### config.mk
export PLATFORM = sky130hd
export DESIGN_NAME = bounded_updown_counter_flat
export DESIGN_NICKNAME = d
export VERILOG_FILES = /design/src/rtl/bounded_updown_counter_pkg.sv /design/src/rtl/bounded_updown_counter_if.sv /design/src/rtl/bounded_updown_counter_next_value.sv /design/src/rtl/bounded_updown_counter.sv /design/src/flat_wrapper.sv
export SDC_FILE = /design/constraint.sdc
export NUM_CORES = 1
export LEC_CHECK = 0
export BUFFER_PORTS_ARGS = -buffer_cell sky130_fd_sc_hd__buf_4
export CAP_MARGIN = 40
export CORE_ASPECT_RATIO = 0.6
export CORE_MARGIN = 5
export CORE_UTILIZATION = 37
export DETAILED_ROUTE_END_ITERATION = 7
export SYNTH_ARGS = -nofsm -noshare
export SYNTH_HDL_FRONTEND = slang
export SYNTH_SLANG_ARGS = --single-unit
### constraint.sdc
create_clock -name Clk -period 3 [get_ports Clk]
set_input_delay 0.15 -clock Clk [delete_from_list [all_inputs] [get_ports Clk]]
set_output_delay 0.15 -clock Clk [all_outputs]
set_load 0.02 [all_outputs]
### src/rtl/bounded_updown_counter_pkg.sv
// Shared mode encodings and helpers for the bounded up/down counter.
package bounded_updown_counter_pkg;

  localparam int MODE_W = 2;

  typedef enum logic [MODE_W-1:0] {
    MODE_SAT      = 2'd0,
    MODE_WRAP     = 2'd1,
    MODE_PINGPONG = 2'd2,
    MODE_RSVD     = 2'd3
  } mode_e;

  function automatic logic is_pingpong(input mode_e m);
    return (m == MODE_PINGPONG);
  endfunction

endpackage

### src/rtl/bounded_updown_counter_if.sv
// Control and status bundle of the bounded up/down counter.
interface bounded_updown_counter_if
  import bounded_updown_counter_pkg::*;
#(
  parameter int WIDTH = 8
);

  logic              Clear;
  logic              Load;
  logic [WIDTH-1:0]  LoadValue;
  logic              Enable;
  logic              UpDownMode;
  logic [MODE_W-1:0] Mode;
  logic [WIDTH-1:0]  Step;
  logic [WIDTH-1:0]  Output;
  logic              Direction;
  logic              LimitReachedFlag;
  logic              WrapPulse;

  modport master (
    output Clear, Load, LoadValue, Enable, UpDownMode, Mode, Step,
    input  Output, Direction, LimitReachedFlag, WrapPulse
  );

  modport slave (
    input  Clear, Load, LoadValue, Enable, UpDownMode, Mode, Step,
    output Output, Direction, LimitReachedFlag, WrapPulse
  );

endinterface

### src/rtl/bounded_updown_counter_next_value.sv
// Combinational next-count calculation for one enabled step in the selected mode.
module bounded_updown_counter_next_value
  import bounded_updown_counter_pkg::*;
#(
  parameter int WIDTH     = 8,
  parameter int MAX_VALUE = 2**WIDTH-1,
  parameter int MIN_VALUE = 0
) (
  input  logic [WIDTH-1:0] value,
  input  logic [WIDTH-1:0] step,
  input  logic             dir_up,
  input  mode_e            mode,
  output logic [WIDTH-1:0] next_value,
  output logic             hit,
  output logic             wrap
);

  // One guard bit so sums past MAX are seen before truncation.
  localparam logic [WIDTH:0] MIN_X   = (WIDTH+1)'(MIN_VALUE);
  localparam logic [WIDTH:0] MAX_X   = (WIDTH+1)'(MAX_VALUE);
  localparam logic [WIDTH:0] SPAN_X  = MAX_X - MIN_X;
  localparam logic [WIDTH:0] RANGE_X = SPAN_X + {{WIDTH{1'b0}}, 1'b1};

  logic [WIDTH:0] val_x_s;
  logic [WIDTH:0] step_c_s;
  logic [WIDTH:0] sum_x_s;
  logic [WIDTH:0] low_lim_s;

  assign val_x_s   = {1'b0, value};
  assign step_c_s  = ({1'b0, step} > SPAN_X) ? SPAN_X : {1'b0, step};
  assign sum_x_s   = val_x_s + step_c_s;
  assign low_lim_s = MIN_X + step_c_s;

  // Bound test and result selection per mode and direction.
  always_comb begin
    next_value = value;
    hit        = 1'b0;
    wrap       = 1'b0;
    case (mode)
      MODE_WRAP: begin
        if (dir_up) begin
          if (sum_x_s > MAX_X) begin
            next_value = WIDTH'(sum_x_s - RANGE_X);
            hit        = 1'b1;
            wrap       = 1'b1;
          end else begin
            next_value = WIDTH'(sum_x_s);
          end
        end else begin
          if (val_x_s < low_lim_s) begin
            next_value = WIDTH'(val_x_s + RANGE_X - step_c_s);
            hit        = 1'b1;
            wrap       = 1'b1;
          end else begin
            next_value = WIDTH'(val_x_s - step_c_s);
          end
        end
      end
      MODE_PINGPONG: begin
        if (dir_up) begin
          if (sum_x_s >= MAX_X) begin
            next_value = WIDTH'(MAX_X);
            hit        = 1'b1;
            wrap       = 1'b1;
          end else begin
            next_value = WIDTH'(sum_x_s);
          end
        end else begin
          if (val_x_s <= low_lim_s) begin
            next_value = WIDTH'(MIN_X);
            hit        = 1'b1;
            wrap       = 1'b1;
          end else begin
            next_value = WIDTH'(val_x_s - step_c_s);
          end
        end
      end
      default: begin
        if (dir_up) begin
          if (sum_x_s >= MAX_X) begin
            next_value = WIDTH'(MAX_X);
            hit        = 1'b1;
          end else begin
            next_value = WIDTH'(sum_x_s);
          end
        end else begin
          if (val_x_s <= low_lim_s) begin
            next_value = WIDTH'(MIN_X);
            hit        = 1'b1;
          end else begin
            next_value = WIDTH'(val_x_s - step_c_s);
          end
        end
      end
    endcase
  end

endmodule

### src/rtl/bounded_updown_counter.sv
// Bounded up/down counter: state registers and Clear > Load > Enable priority mux.
module bounded_updown_counter
  import bounded_updown_counter_pkg::*;
#(
  parameter int WIDTH     = 8,
  parameter int MAX_VALUE = 2**WIDTH-1,
  parameter int MIN_VALUE = 0
) (
  input  logic                      Clk,
  input  logic                      ResetN,
  bounded_updown_counter_if.slave   bus
);

  localparam logic [WIDTH-1:0] MIN_W = WIDTH'(MIN_VALUE);
  localparam logic [WIDTH-1:0] MAX_W = WIDTH'(MAX_VALUE);

  // Returns {clamped, value} for a parallel load.
  function automatic logic [WIDTH:0] clamp_load(input logic [WIDTH-1:0] v);
    logic [WIDTH:0] r;
    if (v > MAX_W) begin
      r = {1'b1, MAX_W};
    end else if (v < MIN_W) begin
      r = {1'b1, MIN_W};
    end else begin
      r = {1'b0, v};
    end
    return r;
  endfunction

  mode_e            mode_s;
  logic             count_s;
  logic             eff_dir_s;
  logic [WIDTH-1:0] step_next_s;
  logic             hit_s;
  logic             wrap_s;
  logic [WIDTH:0]   load_c_s;

  logic [WIDTH-1:0] count_r;
  logic             dir_r;
  logic             lim_r;
  logic             wrap_r;
  logic [WIDTH-1:0] count_nxt_s;
  logic             dir_nxt_s;
  logic             lim_nxt_s;
  logic             wrap_nxt_s;

  assign mode_s    = mode_e'(bus.Mode);
  assign count_s   = bus.Enable & (bus.Step != {WIDTH{1'b0}});
  assign eff_dir_s = is_pingpong(mode_s) ? dir_r : bus.UpDownMode;
  assign load_c_s  = clamp_load(bus.LoadValue);

  bounded_updown_counter_next_value #(
    .WIDTH     (WIDTH),
    .MAX_VALUE (MAX_VALUE),
    .MIN_VALUE (MIN_VALUE)
  ) u_next (
    .value      (count_r),
    .step       (bus.Step),
    .dir_up     (eff_dir_s),
    .mode       (mode_s),
    .next_value (step_next_s),
    .hit        (hit_s),
    .wrap       (wrap_s)
  );

  // Priority selection of the next register contents.
  always_comb begin
    count_nxt_s = count_r;
    dir_nxt_s   = dir_r;
    lim_nxt_s   = lim_r;
    wrap_nxt_s  = 1'b0;
    if (bus.Clear) begin
      count_nxt_s = MIN_W;
      dir_nxt_s   = bus.UpDownMode;
      lim_nxt_s   = 1'b0;
    end else if (bus.Load) begin
      count_nxt_s = load_c_s[WIDTH-1:0];
      dir_nxt_s   = bus.UpDownMode;
      lim_nxt_s   = load_c_s[WIDTH];
    end else if (count_s) begin
      count_nxt_s = step_next_s;
      lim_nxt_s   = hit_s;
      wrap_nxt_s  = wrap_s;
      if (is_pingpong(mode_s)) begin
        dir_nxt_s = wrap_s ? ~dir_r : dir_r;
      end else begin
        dir_nxt_s = bus.UpDownMode;
      end
    end else begin
      count_nxt_s = count_r;
      dir_nxt_s   = dir_r;
      lim_nxt_s   = lim_r;
    end
  end

  // Counter state registers with asynchronous reset.
  always_ff @(posedge Clk or negedge ResetN) begin
    if (!ResetN) begin
      count_r <= MIN_W;
      dir_r   <= 1'b1;
      lim_r   <= 1'b0;
      wrap_r  <= 1'b0;
    end else begin
      count_r <= count_nxt_s;
      dir_r   <= dir_nxt_s;
      lim_r   <= lim_nxt_s;
      wrap_r  <= wrap_nxt_s;
    end
  end

  assign bus.Output           = count_r;
  assign bus.Direction        = dir_r;
  assign bus.LimitReachedFlag = lim_r;
  assign bus.WrapPulse        = wrap_r;

endmodule

### src/flat_wrapper.sv
// flat-port wrapper written by rule: the top's interface ports become plain ports
module bounded_updown_counter_flat import bounded_updown_counter_pkg::*;
#(
  parameter int WIDTH     = 8,
  parameter int MAX_VALUE = 2**WIDTH-1,
  parameter int MIN_VALUE = 0
)
  (Clk, ResetN, bus_Clear, bus_Load, bus_LoadValue, bus_Enable, bus_UpDownMode, bus_Mode, bus_Step, bus_Output, bus_Direction, bus_LimitReachedFlag, bus_WrapPulse);
  bounded_updown_counter_if #(.WIDTH(WIDTH)) bus_i ();
  input  logic Clk;
  input  logic ResetN;
  input wire logic [$bits(bus_i.Clear)-1:0] bus_Clear;
  input wire logic [$bits(bus_i.Load)-1:0] bus_Load;
  input wire logic [$bits(bus_i.LoadValue)-1:0] bus_LoadValue;
  input wire logic [$bits(bus_i.Enable)-1:0] bus_Enable;
  input wire logic [$bits(bus_i.UpDownMode)-1:0] bus_UpDownMode;
  input wire logic [$bits(bus_i.Mode)-1:0] bus_Mode;
  input wire logic [$bits(bus_i.Step)-1:0] bus_Step;
  output wire logic [$bits(bus_i.Output)-1:0] bus_Output;
  output wire logic [$bits(bus_i.Direction)-1:0] bus_Direction;
  output wire logic [$bits(bus_i.LimitReachedFlag)-1:0] bus_LimitReachedFlag;
  output wire logic [$bits(bus_i.WrapPulse)-1:0] bus_WrapPulse;
  assign bus_i.Clear = bus_Clear;
  assign bus_i.Load = bus_Load;
  assign bus_i.LoadValue = bus_LoadValue;
  assign bus_i.Enable = bus_Enable;
  assign bus_i.UpDownMode = bus_UpDownMode;
  assign bus_i.Mode = bus_Mode;
  assign bus_i.Step = bus_Step;
  assign bus_Output = bus_i.Output;
  assign bus_Direction = bus_i.Direction;
  assign bus_LimitReachedFlag = bus_i.LimitReachedFlag;
  assign bus_WrapPulse = bus_i.WrapPulse;
  bounded_updown_counter #(.WIDTH(WIDTH), .MAX_VALUE(MAX_VALUE), .MIN_VALUE(MIN_VALUE)) u_core (.Clk(Clk), .ResetN(ResetN), .bus(bus_i));
endmodule
==> impl_metrics.tcl <==
set metrics [dict create \
    fmax_mhz 348 \
    dp_hpwl_um 4340 \
    arrival_time_worst_endpoint_ns 3.00 \
    core_area_mm2 0.00452 \
    track_usage_pct 17.9 \
    placement.cell_area_mm2 0.00202 \
    num-nets-final 295 \
    timing_hold_violations_final 0 \
    pin_count 35 \
    ys_top_cells_by_area "dfrtp_1, ha_1, a21oi_1, nand2_1, nor2_1" \
    cts_sinks 11 \
    max_cap_violations 0 \
    hold_crit_start "bus_UpDownMode" \
    max_slew_margin_vs_limit_pct 60.2 \
    final.hold.worst_slack_ns 0.151 \
    report.final.setup_viol 0 \
    synth-seq-cells 11 \
    outcome "finished, final reports clean" \
    count_of_tritonroute_iterations_in_the_first_routing_pass 4 \
    antennaDiodeCount 0 \
    grt-busiest-layer "met1" \
    route.detailed.wl_per_inst_um 17.1 \
    grt_util_met2_pct 22.9 \
    critPathLaunchType "flip-flop" \
    worstRegToRegCells 8 \
    syn_avg_cell_area_um2 7.91 \
    dieArea_mm2 0.00612 \
    die_width_um 97.7 \
    ctsLongestPathBuffers 2 \
    r2r_start "u_core.bus.Output[2]" \
    mappedNetlistArea_mm2 0.00171 \
    cts_tree "yes" \
    final_common_cell "buf_4" \
    placement.io_buffers 34 \
    reg2reg_slack_ns 0.13 \
    gp_congestion 0.939 \
    finalWorstPathRequiredPeriod_ns 2.87 \
    vias_per_cell 5.67 \
    num_vias 1775 \
    global_route_total_overflow 0 \
    finClkSkew_ns 0.000761 \
    numCtsBuffers 3 \
    antenna_found_initial 0 \
    layout-drive-gt1-share_pct 22.4 \
    start_util_pct 37.8 \
    power_density_mw_per_mm2 368 \
    netlist_instances 216 \
    syn_nets 260 \
    end_of_the_worst_hold_path "u_core.bus.Direction" \
    die_y_um 62.6 \
    synth_top_cell_area_share_pct 14.7 \
    static-leakage-power_nw 0.942 \
    synth_edf_count 0 \
    synthToLayoutAreaGrowth_pct 22.5 \
    yosys_warnings 0 \
    rows 19 \
    clk_root_buffer_cell "clkbuf_8" \
    finish.instance_area_mm2 0.00209 \
    clkTransAtPathRegs_ns 0.05 \
    setup_ws_ns 0.128 \
    top_fanout_value_on_the_critical_path 8 \
    worstReg2RegEnd "u_core.bus.Output[3]" \
    report.final.slew_viol_count 0 \
    cp-end-kind "flip-flop" \
    rsz0062_at_grt "no" \
    cts.htree.levels 1 \
    final_antenna_net_count 0 \
    met3_usage_pct 5.35 \
    timing_worst_setup_path_type "reg2reg" \
    report.power.total_uw 770 \
    grt_start_max_net_pins 20 \
    grt.met1_usage_pct 29.1 \
    worst-endpoint-required_ns 3.13 \
    wire_length_of_the_first_global_routing_pass_um 8870 \
    fraction_of_registers_with_async_set_reset_pct 100 \
    initialDrtViolationCount 232 \
    final_cell_mix "buf_4, nand2_1, nor2_1, a21oi_1, ha_1" \
    finalSetupTns_ns 0 \
    route.final.wire_length_um 5350 \
    class_of_the_worst_hold_path "in2reg" \
    yosysTopAreaCell "dfrtp_1" \
    layout_worst_path_cycle_share_pct 95.7 \
    cts_post_setup_buffers_inserted 0 \
    commonest_register_cell_after_synthesis "dfrtp_1" \
    yosys.cell_types.count 57 \
    worst_max_slew_pin_slew_ns 0.593 \
    pre_cts_slack_ns 0.00867 \
    clk_latency_ns 0.24 \
    first_global_vias 1687 \
    min_path_cells 3 \
    synth_sequential_area_ratio_pct 16.2 \
    detail_route.drc_violations 0 \
    ir_drop_uv 147 \
]
-- sequential cells by signal, summed over array words and instances, names as in the netlist --
| register | cells |
|---|---|
| u_core.bus.Direction | 1 |
| u_core.bus.LimitReachedFlag | 1 |
| u_core.bus.Output | 8 |
| u_core.bus.WrapPulse | 1 |
-- area by class of cell --
type | instances | area, um^2
Inverter | 15 | 56.3
Sequential cell | 11 | 277
Clock buffer | 4 | 45.0
Tap cell | 63 | 78.8
Multi-Input combinational cell | 180 | 1330
Timing Repair Buffer | 40 | 303
Fill cell | 464 | 2420
-- worst max-delay path by stage --
stage	from	endpoint	slack (ns)	cells past startpoint
4_1_cts	u_core.bus.Output[2]	u_core.bus.Output[6]	0.01	8
3_3_place_gp	u_core.bus.Output[2]	u_core.bus.Output[5]	0.04	8
5_1_grt	u_core.bus.Output[2]	u_core.bus.Output[6]	0.003	8
3_5_place_dp	u_core.bus.Output[2]	u_core.bus.Output[6]	0.009	8
6_report	u_core.bus.Output[2]	u_core.bus.Output[3]	0.13	8
2_1_floorplan	u_core.bus.Output[0]	u_core.bus.Output[0]	0.33	8
-- Yosys cell counts, types with 3 or more instances --
cell,count
a21o_1,3
a22o_1,3
o211ai_1,5
nor3_1,5
o21ai_0,13
nor2_1,18
nor3b_1,3
a21oi_1,18
xor2_1,4
xnor2_1,6
clkbuf_1,6
ha_1,18
nand2_1,22
a211o_1,3
o22ai_1,6
dfrtp_1,10
inv_1,15
nand3_1,3
o31ai_1,4
-- kinds of logic (layout without fill, tap and decap cells) --
group           Yosys count  after routing  share of synthesized area (%)
mux                       3              3                           1.90
simple gates             71             71                           22.4
compound gates           76             76                           32.2
buf+inv                  25             59                           6.67
flops                    11             11                           16.2
fa+ha+maj                20             20                           15.5
xor+xnor                 10             10                           5.13
-- per-stage QoR --
step / std cells / util, %
after floorplan: 216 / -
after global placement: 308 / 44.8
after detailed placement: 308 / 44.8
after CTS: 313 / 46.0
after global routing: 313 / 46.3
final: 313 / 46.3
-- what timing repair did --
action | in CTS | in global routing
gates resized for setup | 0 | 3
setup endpoints to repair | 0 | 6
hold buffers | 1 | 0
endpoints found under the hold margin | 11 | 0
-- per-layer routing --
layer / part of all wire (%) / vias to the layer above
li1: - / 864
met1: 51 / 836
met4: 0.78 / 0
met3: 10 / 4
met2: 38 / 71
met5: 0 / -
-- power by group --
part | internal, mW | switching (mW) | total [mW]
combinational | 0.185 | 0.250 | 0.435
sequential | 0.161 | 0.0189 | 0.180
clock | 0.0938 | 0.0611 | 0.155
-- worst max-delay path: stages (launching register included) --
cell     delay [ns]
dfrtp_1        0.45
ha_2           0.48
nor2b_1        0.13
o31ai_2        0.32
mux2_2         0.39
nor2_1         0.33
o31ai_4        0.16
a211o_1        0.30
a22o_1         0.19
(Power assumes the default switching activity.)
